## src/rtl/conv_ctrl_pkg.sv

```systemverilog
// Shared state encoding, default geometry and counter widths for the conv feed controller.
package conv_ctrl_pkg;
  localparam int DEF_IMG_WIDTH   = 512;
  localparam int DEF_IMG_HEIGHT  = 360;
  localparam int DEF_PRIME_LINES = 4;
  localparam int DEF_PAD_LINES   = 2;
  localparam int DEF_OUT_TOTAL   = DEF_IMG_WIDTH * DEF_IMG_HEIGHT;

  localparam int LINE_CNT_W = 9;
  localparam int OUT_CNT_W  = 18;
  localparam int CREDIT_W   = 3;

  typedef enum logic [2:0] {
    ST_IDLE, ST_PRIME, ST_WAIT_CREDIT, ST_LINE,
    ST_PAD_WAIT, ST_PAD, ST_DRAIN, ST_DONE
  } state_t;

  // Saturating up/down credit step; simultaneous inc and dec cancel out.
  function automatic logic [CREDIT_W-1:0] credit_next(input logic [CREDIT_W-1:0] c,
                                                      input logic inc, input logic dec);
    if (inc && !dec) return (c == '1) ? c : c + 1'b1;
    if (dec && !inc) return c - 1'b1;
    return c;
  endfunction
endpackage

```

## src/rtl/conv_feed_ctrl_if.sv

```systemverilog
// Pixel stream bundle: upstream valid/data/ready in, conv-core valid/data out.
interface conv_feed_ctrl_if;
  logic       s_data_valid;
  logic [7:0] s_data;
  logic       s_data_ready;
  logic       m_data_valid;
  logic [7:0] m_data;

  modport master (input s_data_valid, s_data, output s_data_ready, m_data_valid, m_data);
  modport slave  (output s_data_valid, s_data, input s_data_ready, m_data_valid, m_data);
endinterface

```

## src/rtl/feed_line_cnt.sv

```systemverilog
// Column and line counters for the feed; flags describe the line currently being sent.
module feed_line_cnt
  import conv_ctrl_pkg::*;
#(
  parameter int IMG_WIDTH   = DEF_IMG_WIDTH,
  parameter int IMG_HEIGHT  = DEF_IMG_HEIGHT,
  parameter int PRIME_LINES = DEF_PRIME_LINES,
  parameter int PAD_LINES   = DEF_PAD_LINES
) (
  input  logic                  axi_clk,
  input  logic                  axi_reset_n,
  input  logic                  i_clr,
  input  logic                  i_adv,
  output logic                  o_last_pix,
  output logic                  o_prime_end,
  output logic                  o_last_img_line,
  output logic                  o_last_pad_line,
  output logic [LINE_CNT_W-1:0] o_line
);
  localparam int COL_W    = (IMG_WIDTH > 1) ? $clog2(IMG_WIDTH) : 1;
  localparam int LINE_MAX = IMG_HEIGHT + PAD_LINES;

  logic [COL_W-1:0]      r_col;
  logic [LINE_CNT_W-1:0] r_line;

  assign o_last_pix      = (r_col == COL_W'(IMG_WIDTH - 1));
  assign o_prime_end     = (r_line == LINE_CNT_W'(PRIME_LINES - 1));
  assign o_last_img_line = (r_line == LINE_CNT_W'(IMG_HEIGHT - 1));
  assign o_last_pad_line = (r_line == LINE_CNT_W'(LINE_MAX - 1));
  assign o_line          = r_line;

  // Line count holds at image+pad so it never wraps back to zero.
  always_ff @(posedge axi_clk) begin
    if (!axi_reset_n || i_clr) begin
      r_col  <= '0;
      r_line <= '0;
    end else if (i_adv) begin
      r_col <= o_last_pix ? '0 : r_col + 1'b1;
      if (o_last_pix && r_line != LINE_CNT_W'(LINE_MAX))
        r_line <= r_line + 1'b1;
    end
  end
endmodule

```

## src/rtl/conv_feed_ctrl.sv

```systemverilog
// Feeds an image into the conv/maxpool core line by line, gated by line-buffer credits, then pads and drains.
module conv_feed_ctrl
  import conv_ctrl_pkg::*;
#(
  parameter int IMG_WIDTH   = DEF_IMG_WIDTH,
  parameter int IMG_HEIGHT  = DEF_IMG_HEIGHT,
  parameter int PRIME_LINES = DEF_PRIME_LINES,
  parameter int PAD_LINES   = DEF_PAD_LINES,
  parameter int OUT_TOTAL   = DEF_OUT_TOTAL
) (
  input  logic                   axi_clk,
  input  logic                   axi_reset_n,
  input  logic                   i_start,
  conv_feed_ctrl_if.master       bus,
  input  logic                   i_intr,
  input  logic                   i_out_valid,
  output logic                   o_busy,
  output logic                   o_done,
  output logic [LINE_CNT_W-1:0]  o_line_cnt
);
  state_t                r_state, w_next;
  logic                  r_intr_d;
  logic [CREDIT_W-1:0]   r_credit;
  logic [OUT_CNT_W-1:0]  r_out_cnt, w_out_nxt;
  logic w_fwd, w_pad, w_busy, w_start, w_adv, w_intr_rise, w_line_end, w_consume, w_out_beat;
  logic w_last_pix, w_prime_end, w_last_img_line, w_last_pad_line;

  assign w_fwd       = (r_state == ST_PRIME) || (r_state == ST_LINE);
  assign w_pad       = (r_state == ST_PAD);
  assign w_busy      = (r_state != ST_IDLE) && (r_state != ST_DONE);
  assign w_start     = i_start && ((r_state == ST_IDLE) || (r_state == ST_DONE));
  assign w_adv       = (w_fwd && bus.s_data_valid) || w_pad;
  assign w_line_end  = w_adv && w_last_pix;
  assign w_intr_rise = i_intr && !r_intr_d;
  assign w_out_beat  = w_busy && i_out_valid;
  assign w_out_nxt   = r_out_cnt + OUT_CNT_W'(w_out_beat);

  feed_line_cnt #(
    .IMG_WIDTH(IMG_WIDTH), .IMG_HEIGHT(IMG_HEIGHT),
    .PRIME_LINES(PRIME_LINES), .PAD_LINES(PAD_LINES)
  ) u_cnt (
    .axi_clk         (axi_clk),
    .axi_reset_n     (axi_reset_n),
    .i_clr           (w_start),
    .i_adv           (w_adv),
    .o_last_pix      (w_last_pix),
    .o_prime_end     (w_prime_end),
    .o_last_img_line (w_last_img_line),
    .o_last_pad_line (w_last_pad_line),
    .o_line          (o_line_cnt)
  );

  always_comb begin
    w_next    = r_state;
    w_consume = 1'b0;
    case (r_state)
      ST_IDLE, ST_DONE: if (i_start) w_next = ST_PRIME;
      ST_PRIME:         if (w_line_end && w_prime_end) w_next = ST_WAIT_CREDIT;
      ST_WAIT_CREDIT: if (r_credit != '0) begin
        w_consume = 1'b1;
        w_next    = ST_LINE;
      end
      ST_LINE:          if (w_line_end) w_next = w_last_img_line ? ST_PAD_WAIT : ST_WAIT_CREDIT;
      ST_PAD_WAIT: if (r_credit != '0) begin
        w_consume = 1'b1;
        w_next    = ST_PAD;
      end
      ST_PAD:           if (w_line_end) w_next = w_last_pad_line ? ST_DRAIN : ST_PAD_WAIT;
      // Count may already have reached the total during padding; leave on the next cycle then.
      ST_DRAIN:         if (w_out_nxt >= OUT_CNT_W'(OUT_TOTAL)) w_next = ST_DONE;
      default:          w_next = ST_IDLE;
    endcase
  end

  always_ff @(posedge axi_clk) begin
    if (!axi_reset_n) begin
      r_state   <= ST_IDLE;
      r_intr_d  <= 1'b0;
      r_credit  <= '0;
      r_out_cnt <= '0;
    end else begin
      r_state  <= w_next;
      r_intr_d <= i_intr;
      if (w_start) begin
        r_credit  <= '0;
        r_out_cnt <= '0;
      end else begin
        r_credit  <= credit_next(r_credit, w_intr_rise, w_consume);
        r_out_cnt <= w_out_nxt;
      end
    end
  end

  // Outputs are forced low while reset is held, not just after the first reset edge.
  assign bus.s_data_ready = axi_reset_n && w_fwd;
  assign bus.m_data_valid = axi_reset_n && ((w_fwd && bus.s_data_valid) || w_pad);
  assign bus.m_data       = (axi_reset_n && w_fwd) ? bus.s_data : '0;
  assign o_busy           = axi_reset_n && w_busy;
  assign o_done           = axi_reset_n && (r_state == ST_DONE);
endmodule

```

## src/flat_wrapper.sv

```systemverilog
// flat-port wrapper written by rule: the top's interface ports become plain ports
module conv_feed_ctrl_flat import conv_ctrl_pkg::*;
#(
  parameter int IMG_WIDTH   = DEF_IMG_WIDTH,
  parameter int IMG_HEIGHT  = DEF_IMG_HEIGHT,
  parameter int PRIME_LINES = DEF_PRIME_LINES,
  parameter int PAD_LINES   = DEF_PAD_LINES,
  parameter int OUT_TOTAL   = DEF_OUT_TOTAL
)
  (axi_clk, axi_reset_n, i_start, i_intr, i_out_valid, o_busy, o_done, o_line_cnt, bus_s_data_valid, bus_s_data, bus_s_data_ready, bus_m_data_valid, bus_m_data);
  conv_feed_ctrl_if bus_i ();
  input  logic axi_clk;
  input  logic axi_reset_n;
  input  logic i_start;
  input  logic i_intr;
  input  logic i_out_valid;
  output logic o_busy;
  output logic o_done;
  output logic [LINE_CNT_W-1:0] o_line_cnt;
  input wire logic [$bits(bus_i.s_data_valid)-1:0] bus_s_data_valid;
  input wire logic [$bits(bus_i.s_data)-1:0] bus_s_data;
  output wire logic [$bits(bus_i.s_data_ready)-1:0] bus_s_data_ready;
  output wire logic [$bits(bus_i.m_data_valid)-1:0] bus_m_data_valid;
  output wire logic [$bits(bus_i.m_data)-1:0] bus_m_data;
  assign bus_i.s_data_valid = bus_s_data_valid;
  assign bus_i.s_data = bus_s_data;
  assign bus_s_data_ready = bus_i.s_data_ready;
  assign bus_m_data_valid = bus_i.m_data_valid;
  assign bus_m_data = bus_i.m_data;
  conv_feed_ctrl #(.IMG_WIDTH(IMG_WIDTH), .IMG_HEIGHT(IMG_HEIGHT), .PRIME_LINES(PRIME_LINES), .PAD_LINES(PAD_LINES), .OUT_TOTAL(OUT_TOTAL)) u_core (.axi_clk(axi_clk), .axi_reset_n(axi_reset_n), .i_start(i_start), .bus(bus_i), .i_intr(i_intr), .i_out_valid(i_out_valid), .o_busy(o_busy), .o_done(o_done), .o_line_cnt(o_line_cnt));
endmodule
```

## config.mk

```make
export PLATFORM = sky130hd
export DESIGN_NAME = conv_feed_ctrl_flat
export DESIGN_NICKNAME = d
export VERILOG_FILES = /design/src/rtl/conv_ctrl_pkg.sv /design/src/rtl/conv_feed_ctrl_if.sv /design/src/rtl/feed_line_cnt.sv /design/src/rtl/conv_feed_ctrl.sv /design/src/flat_wrapper.sv
export SDC_FILE = /design/constraint.sdc
export NUM_CORES = 1
export LEC_CHECK = 0
export CAP_MARGIN = 20
export CORE_MARGIN = 2
export CORE_UTILIZATION = 40
export DETAILED_ROUTE_END_ITERATION = 8
export GPL_TIMING_DRIVEN = 0
export PLACE_DENSITY = 0.62
export SYNTH_ARGS = -nofsm -noshare
export SYNTH_HDL_FRONTEND = slang
export SYNTH_SLANG_ARGS = --single-unit
```

## constraint.sdc

```tcl
create_clock -name axi_clk -period 3.35 [get_ports axi_clk]
set_input_delay 1.005 -clock axi_clk [delete_from_list [all_inputs] [get_ports axi_clk]]
set_output_delay 1.005 -clock axi_clk [all_outputs]
set_load 0.005 [all_outputs]
```

==> results.txt <==
final core utilization: 51.29%
Mapped Cells: 278
status: completed
Worst Reg-to-Reg Cells: 13
root buffer cell: clkbuf_8
post-synthesis async set-or-reset flop share: 0%
Site Rows: 27
Worst-path clk slew: 0.09 ns
worst path required time: 2.34 ns
vias in the first global route: 1859
TritonCTS clock tree: done
Hold/Removal Path Class: reg2reg
max-cap violations: 0
post-DP HPWL: 3498 µm
Yosys reg bits: 43
TritonCTS buffer count: 5
Final Max Tran Viols: 0
routability cong.: 0.7848
PD cells: 324.1 nW/µm²
Clock Skews: 0.008145 ns
GR Util All Layers: 15.90%
total grt overflow: 0
Slew HR: 64.42%
Layout area overhead: 22.96%
Core ar.: 5540 µm²
Crit path arrival time: 2.28 ns
Die Span X: 80.01 µm
CTS Sinks: 43
CP max FO: 7
post-route ant nets: 0
die area: 6402 µm²
Avg Cell Area, Syn: 8.313 µm²
crit share post-route: 98.20%
Post-synth top flop: dfxtp_1
Post-synth EDFFs: 0
starting density of the core: 41.71%
n_diodes: 0
YS warnings: 0
final setup violation count: 0
wire length per cell: 11.97 µm
total iterations of the first detailed-routing run: 4
largest net degree at the start of global routing: 14
Iter 0 DRT Violations: 37
Final WS setup: 0.06019 ns
most common cell in the synthesized netlist: nor2_1
sequential-to-total area share from yosys stat: 37.25%
worst slack, placed: -0.4546 ns
IO Pins: 35
Commonest cells post-synth: 51 x nor2_1, 43 x dfxtp_1, 17 x xnor2_1, 14 x and2_1, 14 x nand3_1
Vias/cell: 4.926
f_max: 304.0 MHz
Fin. Hold Viols: 0
Die Height: 80.01 µm
VDD IR max: 0.1531 mV
CTS Buffer Depth: 2
syn nets: 305
Setup CP Type: in2out
first-pass GRT wire length: 8079 µm
RSZ-0062 raised after global routing: no
leading area contributor after synthesis: dfxtp_1
most area-consuming cells after synthesis: dfxtp_1 37%, nor2_1 8.3%, ha_1 7.0%
drt drc: 0
crit path time final: 3.290 ns
Post-Syn Area: 2311 µm²
Leakage Power: 0.9977 nW
Cell variety after synth: 40
share of cells above drive strength 1: 6.875%
I/O Buffers: 34
crit path launch type: input port
fin nets: 346
drt total wl: 4694 µm
clk_lat worst skew: 0.30 ns
cts hold-fix bufs: 0
Hold Crit Depth: 2
CP endpoint kind: primary output
post-synth top area share: 37.25%
vias: 1931
Fill cells: 578
Worst-Margin Slew: 0.5314 ns
initial antenna violation count: 0
H-tree depth: 2
logic make-up after synthesis:
kind of cell,synth area share (%)
flip-flops,37.25
XOR/XNOR,11.37
multiplexers,1.299
buffers and inverters,4.061
AND/OR/NAND/NOR,30.54
AO/OA/AOI/OAI,8.446
adder cells (fa/ha/maj),7.039
cell type report:
type | count | area, µm² | area share, %
multi-input combinational | 213 | 1371 | 48.26
sequential | 43 | 860.8 | 30.29
timing repair buffer | 34 | 334.1 | 11.76
tap | 72 | 90.09 | 3.170
clock buffer | 6 | 72.57 | 2.554
buffer | 9 | 51.30 | 1.805
inverter | 13 | 48.80 | 1.717
clock inverter | 2 | 12.51 | 0.4403
cell usage in the layout, fill, tap and decap left out, types with 2 or more instances in the layout:
master / n
nor4_1: 6
xor2_1: 13
nor2_1: 50
clkdlybuf4s50_1: 32
nand2b_1: 2
buf_6: 2
and2_1: 14
ha_1: 13
or3_1: 4
a211oi_1: 5
and3_1: 7
nand2_1: 12
nor2b_1: 4
buf_2: 2
nor3_1: 5
nand3b_1: 2
nand3_1: 14
clkbuf_8: 5
inv_1: 13
mux2i_1: 3
o21ai_0: 5
dfxtp_1: 43
nand4_1: 8
clkbuf_1: 6
a21oi_1: 8
xnor2_1: 17
o221a_2: 2
a31oi_1: 3
flip-flops by register name, summed over array words and instances, names as in the netlist:
register             count
u_core.r_out_cnt        18
u_core.u_cnt.o_line      9
u_core.r_intr_d          1
u_core.u_cnt.r_col       9
u_core.r_credit          3
u_core.r_state           3
metrics by stage:
step           power, mW  std cells  hold WS, ns  TNS [ns]  area [µm²]
6_report          0.9209        392       0.5028         0        2841
5_1_grt           0.9640        392       0.5459         0        2841
4_1_cts           0.9391        392       0.5010         0        2846
3_5_place_dp      0.6086        384       0.4853    -4.030        2741
3_3_place_gp      0.6076        384       0.4708    -4.009        2741
2_1_floorplan     0.5705        278       0.4584         0        2311
per-layer routing:
metal	wire, µm	share of wire, %	global-route usage [%]
met5	0	0	0
met4	61	1.3	5.085
met1	2302	49	19.78
met3	199	4.2	4.186
met2	2130	45	26.67
where the power goes:
group | internal [mW] | switching (mW)
clock network | 0.146 | 0.179
logic | 0.0414 | 0.0366
registers | 0.515 | 0.00311
total | 0.702 | 0.219
final timing paths:
path	from	endpoint	slack, ns
max reg2reg	u_core.r_state[2]	u_core.r_state[0]	0.59
max	bus_s_data_valid	bus_m_data_valid	0.06
min	u_core.u_cnt.r_col[7]	u_core.u_cnt.r_col[7]	0.50
min reg2reg	u_core.u_cnt.r_col[7]	u_core.u_cnt.r_col[7]	0.50
worst max-delay path, cell delays in order:
cell and delay [ns]:
dlygate4sd2_1 0.26, nor2b_4 0.13, o21a_1 0.18, buf_6 0.13, and2_1 0.15, clkdlybuf4s50_1 0.43
repair_timing:
item	in CTS	in global routing
gates cloned	0	0
endpoints found under the setup margin	11	8
buffers inserted	0	0
resized for setup	9	1
Power figures use the tool's default switching activity.
